==> src/rtl/text_scanout_if.sv <==
// Bus bundle between the text scanout engine and its VRAM, font ROM,
// cursor comparator and video sink.
interface text_scanout_if;
  logic [11:0] vram_addr;
  logic [7:0]  vram_data;
  logic [11:0] font_addr;
  logic [7:0]  font_data;
  logic [6:0]  char_x;
  logic [4:0]  char_y;
  logic        cursor_active;
  logic        hsync;
  logic        vsync;
  logic        de;
  logic        pixel;

  modport master (
    output vram_addr, font_addr,
    output char_x, char_y,
    output hsync, vsync, de, pixel,
    input  vram_data, font_data,
    input  cursor_active
  );

  modport slave (
    input  vram_addr, font_addr,
    input  char_x, char_y,
    input  hsync, vsync, de, pixel,
    output vram_data, font_data,
    output cursor_active
  );
endinterface

==> src/rtl/text_scanout.sv <==
// 80x30 text-mode scanout: VRAM -> font ROM -> serialised pixels,
// with aligned syncs and a blinking two-row underline cursor.
module text_scanout #(
  parameter int H_ACTIVE     = 640,
  parameter int H_FP         = 16,
  parameter int H_SYNC       = 96,
  parameter int H_BP         = 48,
  parameter int V_ACTIVE     = 480,
  parameter int V_FP         = 10,
  parameter int V_SYNC       = 2,
  parameter int V_BP         = 33,
  parameter int BLINK_FRAMES = 30
) (
  input  logic           clk,
  input  logic           reset,
  text_scanout_if.master bus
);
  localparam int H_TOTAL = H_ACTIVE + H_FP + H_SYNC + H_BP;
  localparam int V_TOTAL = V_ACTIVE + V_FP + V_SYNC + V_BP;
  localparam logic [9:0] H_LAST = 10'(H_TOTAL - 1);
  localparam logic [9:0] V_LAST = 10'(V_TOTAL - 1);
  localparam logic [9:0] H_ACT  = 10'(H_ACTIVE);
  localparam logic [9:0] V_ACT  = 10'(V_ACTIVE);
  localparam logic [9:0] HS_BEG = 10'(H_ACTIVE + H_FP);
  localparam logic [9:0] HS_END = 10'(H_ACTIVE + H_FP + H_SYNC - 1);
  localparam logic [9:0] VS_BEG = 10'(V_ACTIVE + V_FP);
  localparam logic [9:0] VS_END = 10'(V_ACTIVE + V_FP + V_SYNC - 1);
  localparam int FW = (BLINK_FRAMES > 1) ? $clog2(BLINK_FRAMES) : 1;
  localparam logic [FW-1:0] F_LAST = FW'(BLINK_FRAMES - 1);

  logic [9:0]    hc_q, hc_d, vc_q, vc_d;
  logic [FW-1:0] frame_q, frame_d;
  logic          blink_q, blink_d;

  logic       act1_q, act1_d, act2_q, act2_d;
  logic [3:0] grow1_q, grow1_d, grow2_q, grow2_d;
  logic [2:0] bit1_q, bit1_d, bit2_q, bit2_d;
  logic       cur1_q, cur1_d, cur2_q, cur2_d;
  logic       hs1_q, hs1_d, hs2_q, hs2_d;
  logic       vs1_q, vs1_d, vs2_q, vs2_d;

  logic hsync_q, hsync_d, vsync_q, vsync_d;
  logic de_q, de_d, pixel_q, pixel_d;

  logic       active;
  logic [6:0] col;
  logic [4:0] row;
  logic       glyph_bit;
  logic       cursor_on;

  always_comb begin
    hc_d    = (hc_q == H_LAST) ? 10'd0 : hc_q + 10'd1;
    vc_d    = vc_q;
    frame_d = frame_q;
    blink_d = blink_q;
    if (hc_q == H_LAST) begin
      vc_d = (vc_q == V_LAST) ? 10'd0 : vc_q + 10'd1;
      if (vc_q == V_LAST) begin
        frame_d = (frame_q == F_LAST) ? '0 : frame_q + FW'(1);
        blink_d = (frame_q == F_LAST) ? ~blink_q : blink_q;
      end
    end
  end

  // Stage 0: cell position drives both VRAM and the cursor comparator
  always_comb begin
    active        = (hc_q < H_ACT) && (vc_q < V_ACT);
    col           = active ? hc_q[9:3] : 7'd0;
    row           = active ? vc_q[8:4] : 5'd0;
    bus.char_x    = col;
    bus.char_y    = row;
    bus.vram_addr = {row, col};
  end

  always_comb begin
    act1_d  = active;
    grow1_d = vc_q[3:0];
    bit1_d  = hc_q[2:0];
    cur1_d  = bus.cursor_active;
    hs1_d   = !((hc_q >= HS_BEG) && (hc_q <= HS_END));
    vs1_d   = !((vc_q >= VS_BEG) && (vc_q <= VS_END));
  end

  // Stage 1: VRAM data is back; blanking cycles present a zero ROM address
  assign bus.font_addr = act1_q ? {bus.vram_data, grow1_q} : 12'd0;

  always_comb begin
    act2_d  = act1_q;
    grow2_d = grow1_q;
    bit2_d  = bit1_q;
    cur2_d  = cur1_q;
    hs2_d   = hs1_q;
    vs2_d   = vs1_q;
  end

  // Stage 2: glyph bit plus underline overlay
  always_comb begin
    glyph_bit = bus.font_data[3'd7 - bit2_q];
    cursor_on = cur2_q & blink_q & (grow2_q >= 4'd14);
    de_d      = act2_q;
    pixel_d   = act2_q & (glyph_bit | cursor_on);
    hsync_d   = hs2_q;
    vsync_d   = vs2_q;
  end

  always_ff @(posedge clk or posedge reset) begin
    if (reset) begin
      hc_q    <= '0;
      vc_q    <= '0;
      frame_q <= '0;
      blink_q <= 1'b1;
      act1_q  <= 1'b0;
      act2_q  <= 1'b0;
      grow1_q <= '0;
      grow2_q <= '0;
      bit1_q  <= '0;
      bit2_q  <= '0;
      cur1_q  <= 1'b0;
      cur2_q  <= 1'b0;
      hs1_q   <= 1'b1;
      hs2_q   <= 1'b1;
      vs1_q   <= 1'b1;
      vs2_q   <= 1'b1;
      hsync_q <= 1'b1;
      vsync_q <= 1'b1;
      de_q    <= 1'b0;
      pixel_q <= 1'b0;
    end else begin
      hc_q    <= hc_d;
      vc_q    <= vc_d;
      frame_q <= frame_d;
      blink_q <= blink_d;
      act1_q  <= act1_d;
      act2_q  <= act2_d;
      grow1_q <= grow1_d;
      grow2_q <= grow2_d;
      bit1_q  <= bit1_d;
      bit2_q  <= bit2_d;
      cur1_q  <= cur1_d;
      cur2_q  <= cur2_d;
      hs1_q   <= hs1_d;
      hs2_q   <= hs2_d;
      vs1_q   <= vs1_d;
      vs2_q   <= vs2_d;
      hsync_q <= hsync_d;
      vsync_q <= vsync_d;
      de_q    <= de_d;
      pixel_q <= pixel_d;
    end
  end

  assign bus.hsync = hsync_q;
  assign bus.vsync = vsync_q;
  assign bus.de    = de_q;
  assign bus.pixel = pixel_q;
endmodule

==> src/flat_wrapper.sv <==
// flat-port wrapper written by rule: the top's interface ports become plain ports
module text_scanout_flat 
#(
  parameter int H_ACTIVE     = 640,
  parameter int H_FP         = 16,
  parameter int H_SYNC       = 96,
  parameter int H_BP         = 48,
  parameter int V_ACTIVE     = 480,
  parameter int V_FP         = 10,
  parameter int V_SYNC       = 2,
  parameter int V_BP         = 33,
  parameter int BLINK_FRAMES = 30
)
  (clk, reset, bus_vram_addr, bus_font_addr, bus_char_x, bus_char_y, bus_hsync, bus_vsync, bus_de, bus_pixel, bus_vram_data, bus_font_data, bus_cursor_active);
  text_scanout_if bus_i ();
  input  logic clk;
  input  logic reset;
  output wire logic [$bits(bus_i.vram_addr)-1:0] bus_vram_addr;
  output wire logic [$bits(bus_i.font_addr)-1:0] bus_font_addr;
  output wire logic [$bits(bus_i.char_x)-1:0] bus_char_x;
  output wire logic [$bits(bus_i.char_y)-1:0] bus_char_y;
  output wire logic [$bits(bus_i.hsync)-1:0] bus_hsync;
  output wire logic [$bits(bus_i.vsync)-1:0] bus_vsync;
  output wire logic [$bits(bus_i.de)-1:0] bus_de;
  output wire logic [$bits(bus_i.pixel)-1:0] bus_pixel;
  input wire logic [$bits(bus_i.vram_data)-1:0] bus_vram_data;
  input wire logic [$bits(bus_i.font_data)-1:0] bus_font_data;
  input wire logic [$bits(bus_i.cursor_active)-1:0] bus_cursor_active;
  assign bus_vram_addr = bus_i.vram_addr;
  assign bus_font_addr = bus_i.font_addr;
  assign bus_char_x = bus_i.char_x;
  assign bus_char_y = bus_i.char_y;
  assign bus_hsync = bus_i.hsync;
  assign bus_vsync = bus_i.vsync;
  assign bus_de = bus_i.de;
  assign bus_pixel = bus_i.pixel;
  assign bus_i.vram_data = bus_vram_data;
  assign bus_i.font_data = bus_font_data;
  assign bus_i.cursor_active = bus_cursor_active;
  text_scanout #(.H_ACTIVE(H_ACTIVE), .H_FP(H_FP), .H_SYNC(H_SYNC), .H_BP(H_BP), .V_ACTIVE(V_ACTIVE), .V_FP(V_FP), .V_SYNC(V_SYNC), .V_BP(V_BP), .BLINK_FRAMES(BLINK_FRAMES)) u_core (.clk(clk), .reset(reset), .bus(bus_i));
endmodule
==> config.mk <==
export PLATFORM = sky130hd
export DESIGN_NAME = text_scanout_flat
export DESIGN_NICKNAME = d
export VERILOG_FILES = /design/src/rtl/text_scanout_if.sv /design/src/rtl/text_scanout.sv /design/src/flat_wrapper.sv
export SDC_FILE = /design/constraint.sdc
export NUM_CORES = 1
export LEC_CHECK = 0
export BUFFER_PORTS_ARGS = -buffer_cell sky130_fd_sc_hd__buf_2
export CAP_MARGIN = 20
export CORE_MARGIN = 4
export CORE_UTILIZATION = 47
export DETAILED_ROUTE_END_ITERATION = 8
export PLACE_DENSITY = 0.75
export SLEW_MARGIN = 5
export SYNTH_ARGS = -nofsm -noshare
export SYNTH_HDL_FRONTEND = slang
export SYNTH_SLANG_ARGS = --single-unit
==> constraint.sdc <==
create_clock -name clk -period 1.7 [get_ports clk]
set_clock_uncertainty 0.05 [all_clocks]
set_input_delay 0 -clock clk [delete_from_list [all_inputs] [get_ports clk]]
set_output_delay 0 -clock clk [all_outputs]
set_load 0.05 [all_outputs]
==> metrics.yaml <==
status: "finished, violations left"
violations: "setup timing"
fin_util_pct: 75.25
synth_top_family_by_area: "simple AND/OR/NAND/NOR gates"
synth_flop_cell: "dfrtp_1"
ys_seq_area_share_pct: 53.71
endpoint_kind: "output pin"
finalSetupTns_ps: -2740
yosys.cell_types.count: 40
cp_cell_sequence: "buf_6 > nand4_1 > nand2_2 > nor2_4 > buf_6 > and2_4 > buf_8"
syn_inst: 213
tightest_slew_ps: 483.2
drive_above_1_share_pct: 51.95
seqCellArea_um2: 1285
synth_xor_area_share_pct: 4.759
clk_pin_slew_ps: 90
io_pins: 59
max_cap_viol_count: 0
cts_max_level: 2
wl_per_cell_um: 17.30
pwr-share-clk_pct: 42.5
grt-ovfl-total: 0
power.share.sequential_pct: 52.6
place_congestion: 0.8932
period_minus_slack_ps: 1824
hp-class: "in -> async"
finalPower_mw: 2.315
grt_usage_pct: 18.57
grt_pass1_wl_mm: 9.073
cts_buffer_depth: 2
p_int_mw: 1.842
p_sw_mw: 0.4738
power_density_nw_per_um2: 638.8
drt-initial-drc-count: 166
synth-simple-area-share_pct: 22.44
cts_made_buffers: 5
critPathKind: "reg -> out"
drt-total-wl_mm: 6.488
hpwl_mm: 3.731
synth_fa_ha_area_share_pct: 3.661
vias: 1971
grt_start_max_net_pins: 31
peakVddDrop_uv: 607.1
hold_viol_final: 0
multiInputGateArea_um2: 1129
first_global_vias: 1888
combPwrFrac_pct: 5.0
clk_latency_ps: 310
rsz0062_at_grt: "true"
cts-root-buf: "clkbuf_8"
setup_viol: 28
cpMaxStageDelayCell: "dfrtp_1"
relSlewSlack_pct: 67.74
die_w_um: 79.35
synth_fp_nets: 239
numPortBuffers: 58
required_ps: 1650
synthMuxAreaShare_pct: 2.301
final.period_utilization_pct: 107.3
slew_violations: 0
synth_edf_count: 0
syn_to_final_growth_pct: 51.52
arrival_ps: 1770
initial_core_util_pct: 49.66
ant_nets: 0
cellLeakagePower_nw: 1.780
worst_slack_ps: -124.2
antenna_found_initial: 0
place_ws_ps: -69.27
critPathMaxStageDelay_ps: 420
clkSinkCount: 51
vias_per_cell: 5.256
final_nets: 333
cts_tree: "yes"
core_um2: 4817
std_cell_rows: 25
cp_max_fo: 6
n_antenna_cell: 0
holdWs_ps: 199.6
fillers: 301
async_reset_ff_share_pct: 100.0
yosys_warnings: 0
syn_avg_cell_area_um2: 11.23
ys_ff_latch: 51
cp_common_cell: "buf_6"
fmax_ghz: 0.5482
dr.pass1.iters: 4
worstSetupStartpointType: "register"
synth_compound_area_share_pct: 6.851
synth_area_um2: 2392
drcViolationCount: 0
die_h_um: 79.35
die-area_um2: 6296
swShare_pct: 20.46
[kinds of logic (layout without fill, tap and decap cells)]
family | Yosys count | in the layout
AO/OA/AOI/OAI | 22 | 22
XOR/XNOR | 13 | 13
adder cells (fa/ha/maj) | 7 | 7
buffers and inverters | 26 | 121
flip-flops | 51 | 51
multiplexers | 3 | 3
AND/OR/NAND/NOR | 91 | 91
[power by group through the flow]
stage / combinational, mW / sequential, mW / clock (mW)
floorplan: 0.0661 / 1.24 / 0
global placement: 0.112 / 1.24 / 0
detailed placement: 0.114 / 1.24 / 0
CTS: 0.117 / 1.22 / 0.997
global route: 0.126 / 1.22 / 1.04
finish: 0.115 / 1.22 / 0.983
[through the flow]
stage	cells	area (µm²)
6_report	375	3625
5_1_grt	375	3625
4_1_cts	363	3395
3_5_place_dp	348	2903
3_3_place_gp	348	2903
2_1_floorplan	213	2429
[metal layers]
layer	vias to the layer above	global-route usage [%]	share of wire, %
met1	998	24.96	39
met5	-	0	0
li1	902	-	-
met3	13	4.535	4.8
met2	58	30.64	54
met4	0	3.952	1.9
[layout make-up]
| class | count | area share [%] |
|---|---|---|
| Multi-Input combinational cell | 136 | 31.14 |
| Clock inverter | 3 | 1.864 |
| Tap cell | 67 | 2.313 |
| Timing Repair Buffer | 106 | 26.61 |
| Inverter | 7 | 0.7249 |
| Clock buffer | 5 | 1.899 |
| Sequential cell | 51 | 35.45 |
[worst paths after layout]
check | start | endpoint | slack, ps | depth (start not counted)
min | reset | u_core.cur2_q | 200 | 3
min reg2reg | u_core.bit1_q[2] | u_core.bit2_q[2] | 300 | 0
max reg2reg | u_core.vc_q[0] | u_core.frame_q[1] | -90 | 6
max in group asynchronous | reset | u_core.bus.vsync | 800 | 4
max | u_core.vc_q[8] | bus_vram_addr[6] | -120 | 7
min in group clk | bus_font_data[6] | u_core.bus.pixel | 240 | 4
[critical path: cells and delay by family (launching register included)]
kind,cells,cell delay [ps]
AND/OR/NAND/NOR,4,600
buffers and inverters,3,430
flip-flops,1,420
[registers in the layout, summed over array words and instances (netlist names), 3 cells and up]
register,count
u_core.hc_q,10
u_core.vc_q,10
u_core.frame_q,5
u_core.grow1_q,4
u_core.bit1_q,3
u_core.bit2_q,3
u_core.grow2_q,3
[placed cells by master, fill, tap and decap left out, drive strengths merged, types with 2 or more instances in the layout]
master         n
dlygate4sd3    2
buf          103
or2            2
nor2          13
dfstp          7
ha             7
and3           4
a21oi          2
xor2          10
o21ai          5
and4           3
o21a           2
o41ai          2
nand2         12
and2          25
mux4           2
inv            7
clkbuf         6
o31ai          7
a21boi         2
nand4          6
nor3           7
dfrtp         44
nand3         10
bufinv         2
nor3b          2
xnor2          3
[cell usage after synthesis, types with 3 or more instances]
cell      count  share of area [%]
dfrtp_1      44                 46
and2_1       25                6.5
buf_4        13                4.1
nor2_1       13                2.0
nand2_1      12                1.9
xor2_1       10                3.7
nand3_1       9                1.9
dfstp_2       7                7.7
ha_1          7                3.7
inv_1         7                1.1
nor3_1        7                1.5
o31ai_1       7                2.2
o21ai_0       5                1.0
and3_1        4                1.0
nand4_1       4                1.0
and4_1        3                1.1
buf_2         3               0.63
clkbuf_1      3               0.47
xnor2_1       3                1.1
[what timing repair did]
item	CTS	global route
hold buffers	2	0
pin swaps	15	16
setup buffers	4	11
endpoints found under the hold margin	22	0
resized for setup	99	26
setup endpoints to repair	29	34
cloned	1	1
No activity file was read; power rests on OpenSTA's default activity.
